[config.mk]
export PLATFORM = sky130hd
export DESIGN_NAME = alarm_snooze_ctrl
export DESIGN_NICKNAME = d
export VERILOG_FILES = /design/src/rtl/alarm_pkg.sv /design/src/rtl/edge_det.sv /design/src/rtl/alarm_snooze_ctrl.sv
export SDC_FILE = /design/constraint.sdc
export NUM_CORES = 1
export LEC_CHECK = 0
export ABC_AREA = 1
export CORE_MARGIN = 1.5
export CORE_UTILIZATION = 47
export CTS_CLUSTER_SIZE = 28
export DETAILED_ROUTE_END_ITERATION = 10
export MAX_ROUTING_LAYER = met4
export PLACE_DENSITY = 0.66
export SYNTH_ARGS = -nofsm -noshare
export SYNTH_HDL_FRONTEND = slang
export SYNTH_HIERARCHICAL = 1
export SYNTH_SLANG_ARGS = --single-unit
[constraint.sdc]
create_clock -name clk_1s -period 2 [get_ports clk_1s]
set_input_delay 0.3 -clock clk_1s [delete_from_list [all_inputs] [get_ports clk_1s]]
set_output_delay 0.3 -clock clk_1s [all_outputs]
set_load 0.01 [all_outputs]
[src/rtl/alarm_pkg.sv]
// Shared types and constants for the alarm ringing controller.
package alarm_pkg;

  typedef enum logic [1:0] {
    ST_IDLE   = 2'd0,
    ST_RING   = 2'd1,
    ST_SNOOZE = 2'd2
  } alarm_state_e;

  // Seconds into a RING entry after which the buzzer stops pulsing and
  // stays on (only used when ALARM_ESCALATE_EN is defined).
  localparam int ESCALATE_SEC = 10;

endpackage

[src/rtl/edge_det.sv]
// Rising-edge detector with a registered previous value.
// The previous value resets to 0, so a level already high when reset is
// released is reported as an edge on the first tick.
module edge_det (
  input  logic clk_1s,
  input  logic reset,
  input  logic sig_i,
  output logic rise_o
);

  logic prev_q;

  // Remember last tick's level.
  always_ff @(posedge clk_1s or posedge reset) begin
    if (reset) prev_q <= 1'b0;
    else       prev_q <= sig_i;
  end

  assign rise_o = sig_i & ~prev_q;

endmodule

[src/rtl/alarm_snooze_ctrl.sv]
// Alarm ringing controller: beeps the buzzer while the clock core's alarm
// is latched, handles snooze/stop buttons, re-arms after the snooze
// interval and auto-silences an unattended alarm (setting a sticky
// "missed" flag). Acknowledging transitions out of RING return a one-tick
// stop_al pulse that clears the core's alarm latch.
//
// Build option: define ALARM_ESCALATE_EN to hold the buzzer continuously
// on once a RING entry has lasted ESCALATE_SEC seconds.
module alarm_snooze_ctrl
  import alarm_pkg::*;
#(
  parameter int SNOOZE_SEC       = 300,
  parameter int RING_TIMEOUT_SEC = 60,
  parameter int MAX_SNOOZES      = 3
) (
  input  logic       clk_1s,
  input  logic       reset,
  input  logic       alarm_in,
  input  logic       snooze_btn,
  input  logic       stop_btn,
  output logic       buzz,
  output logic       ringing,
  output logic       snoozing,
  output logic [1:0] snooze_cnt,
  output logic       stop_al,
  output logic       missed
);

  localparam int RW = $clog2(RING_TIMEOUT_SEC);
  localparam int SW = $clog2(SNOOZE_SEC);

  localparam logic [RW-1:0] RING_LAST = RW'(RING_TIMEOUT_SEC - 1);
  localparam logic [SW-1:0] SNZ_LOAD  = SW'(SNOOZE_SEC - 1);
  localparam logic [1:0]    MAX_SNZ   = 2'(MAX_SNOOZES);

  logic alarm_rise, snooze_rise, stop_rise;

  edge_det u_alarm_edge (
    .clk_1s (clk_1s),
    .reset  (reset),
    .sig_i  (alarm_in),
    .rise_o (alarm_rise)
  );

  edge_det u_snooze_edge (
    .clk_1s (clk_1s),
    .reset  (reset),
    .sig_i  (snooze_btn),
    .rise_o (snooze_rise)
  );

  edge_det u_stop_edge (
    .clk_1s (clk_1s),
    .reset  (reset),
    .sig_i  (stop_btn),
    .rise_o (stop_rise)
  );

  alarm_state_e  state_q, state_d;
  logic [RW-1:0] ring_cnt_q, ring_cnt_d;
  logic [SW-1:0] snz_cnt_q, snz_cnt_d;
  logic [1:0]    snooze_cnt_q, snooze_cnt_d;
  logic          missed_q, missed_d;
  logic          stop_al_q, stop_al_d;
  logic          buzz_q, buzz_d;
  logic          ringing_q, ringing_d;
  logic          snoozing_q, snoozing_d;

  // Next-state logic; outputs are derived from the next state so that they
  // come straight out of flops.
  always_comb begin
    state_d      = state_q;
    ring_cnt_d   = ring_cnt_q;
    snz_cnt_d    = snz_cnt_q;
    snooze_cnt_d = snooze_cnt_q;
    missed_d     = missed_q;
    stop_al_d    = 1'b0;

    unique case (state_q)
      ST_IDLE: begin
        if (stop_rise) missed_d = 1'b0;
        if (alarm_rise) begin
          state_d      = ST_RING;
          ring_cnt_d   = '0;
          snooze_cnt_d = 2'd0;
        end
      end

      ST_RING: begin
        // Saturate rather than wrap; the timeout exit fires at RING_LAST.
        if (ring_cnt_q != RING_LAST) ring_cnt_d = ring_cnt_q + 1'b1;
        if (stop_rise) begin
          state_d      = ST_IDLE;
          stop_al_d    = 1'b1;
          snooze_cnt_d = 2'd0;
          missed_d     = 1'b0;
        end else if (snooze_rise && (snooze_cnt_q < MAX_SNZ)) begin
          state_d      = ST_SNOOZE;
          snooze_cnt_d = snooze_cnt_q + 2'd1;
          snz_cnt_d    = SNZ_LOAD;
          stop_al_d    = 1'b1;
        end else if (ring_cnt_q == RING_LAST) begin
          state_d      = ST_IDLE;
          missed_d     = 1'b1;
          stop_al_d    = 1'b1;
          snooze_cnt_d = 2'd0;
        end
      end

      ST_SNOOZE: begin
        // The core latch was already cleared on snooze entry, so a stop
        // here needs no stop_al pulse.
        if (stop_rise) begin
          state_d      = ST_IDLE;
          snooze_cnt_d = 2'd0;
        end else if (snz_cnt_q == '0) begin
          state_d    = ST_RING;
          ring_cnt_d = '0;
        end else begin
          snz_cnt_d = snz_cnt_q - 1'b1;
        end
      end

      default: state_d = ST_IDLE;
    endcase

    ringing_d  = (state_d == ST_RING);
    snoozing_d = (state_d == ST_SNOOZE);
`ifdef ALARM_ESCALATE_EN
    buzz_d = ringing_d & (~ring_cnt_d[0] | (32'(ring_cnt_d) >= ESCALATE_SEC));
`else
    buzz_d = ringing_d & ~ring_cnt_d[0];
`endif
  end

  // State, counters and registered outputs.
  always_ff @(posedge clk_1s or posedge reset) begin
    if (reset) begin
      state_q      <= ST_IDLE;
      ring_cnt_q   <= '0;
      snz_cnt_q    <= '0;
      snooze_cnt_q <= 2'd0;
      missed_q     <= 1'b0;
      stop_al_q    <= 1'b0;
      buzz_q       <= 1'b0;
      ringing_q    <= 1'b0;
      snoozing_q   <= 1'b0;
    end else begin
      state_q      <= state_d;
      ring_cnt_q   <= ring_cnt_d;
      snz_cnt_q    <= snz_cnt_d;
      snooze_cnt_q <= snooze_cnt_d;
      missed_q     <= missed_d;
      stop_al_q    <= stop_al_d;
      buzz_q       <= buzz_d;
      ringing_q    <= ringing_d;
      snoozing_q   <= snoozing_d;
    end
  end

  assign buzz       = buzz_q;
  assign ringing    = ringing_q;
  assign snoozing   = snoozing_q;
  assign snooze_cnt = snooze_cnt_q;
  assign stop_al    = stop_al_q;
  assign missed     = missed_q;

endmodule
**Yosys cells after proc, flatten, opt, wreduce, memory -nomap -nowiden**

Index checks and enable logic that the tools add are counted.

- Add/subtract/negate cells: 3
- $lt $le $gt $ge: 1
- Equality and inequality tests: 18
- Multiplexer cells: 32
- Bitwise gates (word level): 8
- Reduce and logical (&&, ||, !) cells: 10

Operator list:

| cell | number |
|---|---|
| $mux 9 | 4 |
| $mux 6 | 4 |
| $mux 2 | 11 |
| $ne 2x2->1 const B | 9 |
| $pmux 6 s3 | 1 |
| $pmux 9 s2 | 1 |
| $pmux 2 s3 | 2 |
| $reduce_and 5->1 | 2 |
| $logic_not 9->1 | 1 |
| $sub 9x1->9 const B | 1 |
| $mux 1 | 8 |
| $reduce_and 4->1 | 2 |
| $add 6x1->6 const B | 1 |
| $eq 6x6->1 const B | 1 |
| $ne 3x3->1 const B | 2 |
| $ne 6x6->1 const B | 1 |
| $and 1x1->1 | 4 |
| $eq 2x1->1 const B | 2 |
| $eq 2x2->1 const B | 2 |
| $ne 4x4->1 const B | 1 |
| $not 1->1 | 4 |
| $reduce_bool 2->1 | 2 |
| $reduce_bool 3->1 | 1 |
| $add 2x1->2 const B | 1 |
| other kinds (4) | 4 |

- Register bits after elaboration: 27
- Bits of input ports: 5
- Output and inout port bits: 7

**Logic depth before layout (Yosys ltp)**

- Depth after elaboration: 8
- Mapped depth: 10

**By module**

Netlist, hierarchy kept.

Modules (own cells, without submodules):

| module | instances | cells each | area each (um^2) |
|---|---|---|---|
| alarm_snooze_ctrl | 1 | 176 | 1360.1 |
| edge_det | 3 | 4 | 38.8 |

**Worst setup path before layout**

Ideal clock, no wire load.

- Path type: register to register
- Start: reg snz_cnt_q[0]
- End: reg snz_cnt_q[8]
- Arrival time: 1.304 ns
- Required time: 1.873 ns
- Slack: 0.569 ns
- Cell stages (with the launch flop): 11
- Path buffers: 1
- Cells stage by stage: dfrtp_1 inv_1 ha_1 nand2_1 nor2_1 nand2_1 nand2_2 nand2_4 buf_8 nand3_2 nand3_1

- Longest elaborated chain between the ends: 4

Ends and longest elaborated chain:

| item | line | text |
|---|---|---|
| start, declared | alarm_snooze_ctrl.sv:61 | `logic [SW-1:0] snz_cnt_q, snz_cnt_d;` |
| start signal, assigned | alarm_snooze_ctrl.sv:151 | `snz_cnt_q <= snz_cnt_d;` |
| $sub 9x1->9 | alarm_snooze_ctrl.sv:120 | `snz_cnt_d = snz_cnt_q - 1'b1;` |
| $mux 9 | alarm_snooze_ctrl.sv:116 | `end else if (snz_cnt_q == '0) begin` |
| $mux 9 | alarm_snooze_ctrl.sv:113 | `if (stop_rise) begin` |
| $pmux 9 s2 | alarm_snooze_ctrl.sv:79 | `unique case (state_q)` |

Several ways; a longest one is shown, not always the timed one. The select of a mux whose other input is x is not followed.
A chain may end at the register's enable or synchronous reset.

**Worst setup path after layout**

- Start: reg snz_cnt_q[0]
- End: reg ring_cnt_q[1]

- Longest elaborated chain between the ends: 3

Ends and longest elaborated chain:

| item | line | text |
|---|---|---|
| $logic_not 9->1 | alarm_snooze_ctrl.sv:116 |  |
| $ne 2x2->1 (no line) | n/a |  |
| $reduce_and 5->1 (no line) | n/a |  |
| end signal, assigned | alarm_snooze_ctrl.sv:150 | `ring_cnt_q <= ring_cnt_d;` |
| end, declared | alarm_snooze_ctrl.sv:60 | `logic [RW-1:0] ring_cnt_q, ring_cnt_d;` |

No other way between the ends.

==> metrics.md <==
| Metric | Value |
|---|---|
| Most frequent cells after synthesis | `nand2_1, inv_1, dfrtp_1` |
| Register area | `676 sq um` |
| Drt via density | `4.87` |
| Worst-Skew Late Latency | `320 ps` |
| Critical Path Start Type | `register` |
| Main synth FF type | `dfrtp_1` |
| Simple-gate share of the synthesized area | `32.4%` |
| Total net switching power | `0.000625 W` |
| Leak | `0.851 nW` |
| Xor and xnor area share after synthesis | `1.19%` |
| Number of diodes | `0` |
| Ranking of synthesized cells by area | `dfrtp_1, nand2_1, inv_1` |
| Pwr Total | `0.00158 W` |
| Fin crit period | `1660 ps` |
| Core Area | `3030 sq um` |
| Share of the synthesized area in the top cell type | `45.8%` |
| Post-synthesis compound-gate area fraction | `6.78%` |
| Pins over their slew limit | `0` |
| Via count | `1204` |
| Nets@finish | `213` |
| Die width | `59.0 um` |
| # IOs | `12` |
| Worst min-delay path class | `in2async` |
| Largest family of logic cells by synthesized area | `simple AND/OR/NAND/NOR gates` |
| Initial antenna violation count | `0` |
| Post-synth net total | `197` |
| Pint | `0.000953 W` |
| Synthesized instance count | `188` |
| Max-slew headroom | `77.4%` |
| FP Rows | `20` |
| DR pass1 iterations | `4` |
| GRT overflow | `0` |
| Vias in the first global route | `1140` |
| Synth async-reset ratio | `100%` |
| Post-DRT Antenna Nets | `0` |
| CTS root buffer | `clkbuf_4` |
| Pin count of the biggest net entering global routing | `25` |
| Combinational share of power | `36.8%` |
| Die ar. | `3490 sq um` |
| GR Util All Layers | `18.8%` |
| DP Wirelength | `1990 um` |
| Peak supply drop | `423 uV` |
| Placed Area | `1640 sq um` |
| Iter 0 DRT Violations | `46` |
| CTS tree | `done` |
| Post-CTS sizing | `0` |
| H-tree depth | `1` |
| Seq/Total Area, Yosys | `45.8%` |
| Top-count cell post-synth | `nand2_1` |
| Maxcap violations | `0` |
| WL/cell | `10.9 um` |
| EDFF count, synth | `0` |
| Critical path peak fanout | `6` |
| Multi-input logic area | `646 sq um` |
| Setup tns final | `0 ps` |
| Fillcell total | `280` |
| P&R area growth vs syn | `12.6%` |
| Status | `finished, final reports clean` |
| Max Clock Skew | `5.10 ps` |
| RSZ-0062 raised after global routing | `no` |
| Hold_buf cts | `0` |
| Final Hold Vio Count | `0` |
| Synthesized area | `1480 sq um` |
| Count of cell types in the netlist | `25` |
| CP Capture Type | `register` |
| Sequential power share | `48.1%` |
| Seq cells post-synth | `27` |
| Clock sink count | `27` |
| Critical path arrival | `1880 ps` |
| Switching Fraction | `39.6%` |
| Cell Pwr Density | `949 nW/um^2` |
| Die Ht | `59.0 um` |
| First-pass GRT wire length | `4860 um` |
| Synth warn | `6` |
| Post-Route WL | `2700 um` |
| CP Class | `reg2reg` |
| Fraction of layout cells with a size suffix above 1 | `9.85%` |
| Post-synthesis mux area share | `0%` |
| CTS Buf Count | `3` |
| Starting Density | `48.8%` |
| Synthesized area per cell | `7.85 sq um` |
| Clock Power Share | `15.1%` |
| Post-synth top area cell | `dfrtp_1` |
| Period Utilization, post-route | `83.1%` |
| CTS max path bufs | `2` |
| Final setup fails | `0` |
| Clock-pin slew on the worst setup and hold paths | `150 ps` |
| Worst Tran Pin Value | `337 ps` |
| # Post-CTS Setup Buffers | `0` |
| Worst Path Required | `2220 ps` |
| Max Fclk | `0.602 GHz` |
| Residual DRC | `0` |
| Port bufs | `11` |
| Synth Area in Adders | `3.39%` |
| Post-route cell area | `1660 sq um` |
| Gpl congestion | `0.799` |
[power by group through the flow]
stage                     Combinational, W  Clock [W]  Sequential (W)
after floorplan                   0.000424          0        0.000758
after global placement            0.000564          0        0.000764
after detailed placement          0.000574          0        0.000769
after CTS                         0.000582   0.000250        0.000758
after global routing              0.000677   0.000265        0.000773
final                             0.000580   0.000239        0.000759
[cell families (layout without fill, tap and decap cells)]
| group | count (synthesis) | count (layout) |
|---|---|---|
| AND/OR/NAND/NOR | 98 | 98 |
| buffers and inverters | 38 | 53 |
| flip-flops | 27 | 27 |
| AO/OA/AOI/OAI | 19 | 19 |
| adder cells (fa/ha/maj) | 4 | 4 |
| XOR/XNOR | 2 | 2 |
[path summary, 6_finish.rpt]
| path | slack (ps) | from | to | depth (start not counted) |
|---|---|---|---|---|
| setup / recovery | 340 | snz_cnt_q[0]$_DFFE_PP0P_ | ring_cnt_q[1]$_DFFE_PP0P_ | 9 |
| hold / removal | 160 | reset | u_alarm_edge/prev_q$_DFF_PP0_ | 2 |
| setup reg to reg | 340 | snz_cnt_q[0]$_DFFE_PP0P_ | ring_cnt_q[1]$_DFFE_PP0P_ | 9 |
| hold reg to reg | 520 | snz_cnt_q[8]$_DFFE_PP0P_ | snz_cnt_q[8]$_DFFE_PP0P_ | 2 |
| max in group asynchronous | 1370 | reset | snz_cnt_q[7]$_DFFE_PP0P_ | 3 |
| min in group clk_1s | 420 | stop_btn | u_stop_edge/prev_q$_DFF_PP0_ | 1 |
[layout make-up]
cell class	count	share of cell area, %
clock buffer	4	1.58
multi-input combinational	123	38.8
timing repair buffer	13	7.52
inverter	36	8.13
sequential	27	40.6
tap	44	3.31
[layer usage]
metal | wire length (um) | track usage (%) | vias up
met3 | 98 | 2.18 | 6
met5 | 0 | - | -
li1 | - | - | 615
met1 | 1310 | 26.4 | 549
met4 | 31 | 5.52 | 0
met2 | 1260 | 28.7 | 34
[worst max-delay path, cell delays in order, from the launching register on]
cell and delay, ps:
dfrtp_1 380, inv_1 150, ha_1 180, nand2_1 50, nor2_1 210, nand3_1 120, nand2_1 100, nand3_1 190
nand2_1 100, o21ai_0 80
[stage by stage]
stage	hold WS [ps]	cells	util [%]	setup WS, ps
3_3_place_gp	465	243	54.0	203
5_1_grt	169	247	54.9	151
4_1_cts	160	247	54.9	348
3_5_place_dp	477	243	54.0	117
2_1_floorplan	28.7	188	-	569
6_report	161	247	54.9	338
[registers in the layout, indices dropped and copies added (netlist names)]
name	cells
buzz	1
ringing	1
snz_cnt_q	9
snoozing	1
missed	1
u_snooze_edge/prev_q	1
ring_cnt_q	6
u_stop_edge/prev_q	1
u_alarm_edge/prev_q	1
snooze_cnt	2
stop_al	1
state_q	2
[layout by cell type (no fill, tap or decap)]
master	netlist	layout
nor2_8	1	1
nand2_2	1	1
a21oi_1	3	3
a31oi_1	1	1
clkbuf_4	0	3
a2bb2oi_1	1	1
nand2_1	45	45
inv_1	33	33
nor2_4	2	2
nand4_1	3	3
o21ai_1	1	1
nor2_2	3	3
nand3_4	1	1
nand3_2	2	2
nor2_1	18	18
dfrtp_1	27	27
clkdlybuf4s50_1	0	11
o21ai_0	13	13
buf_4	0	2
nor3_1	2	2
ha_1	4	4
xor2_1	2	2
nand3_1	18	18
nand2_4	1	1
inv_2	3	3
or2_2	1	1
clkbuf_1	0	1
No activity file was read; power rests on OpenSTA's default activity.
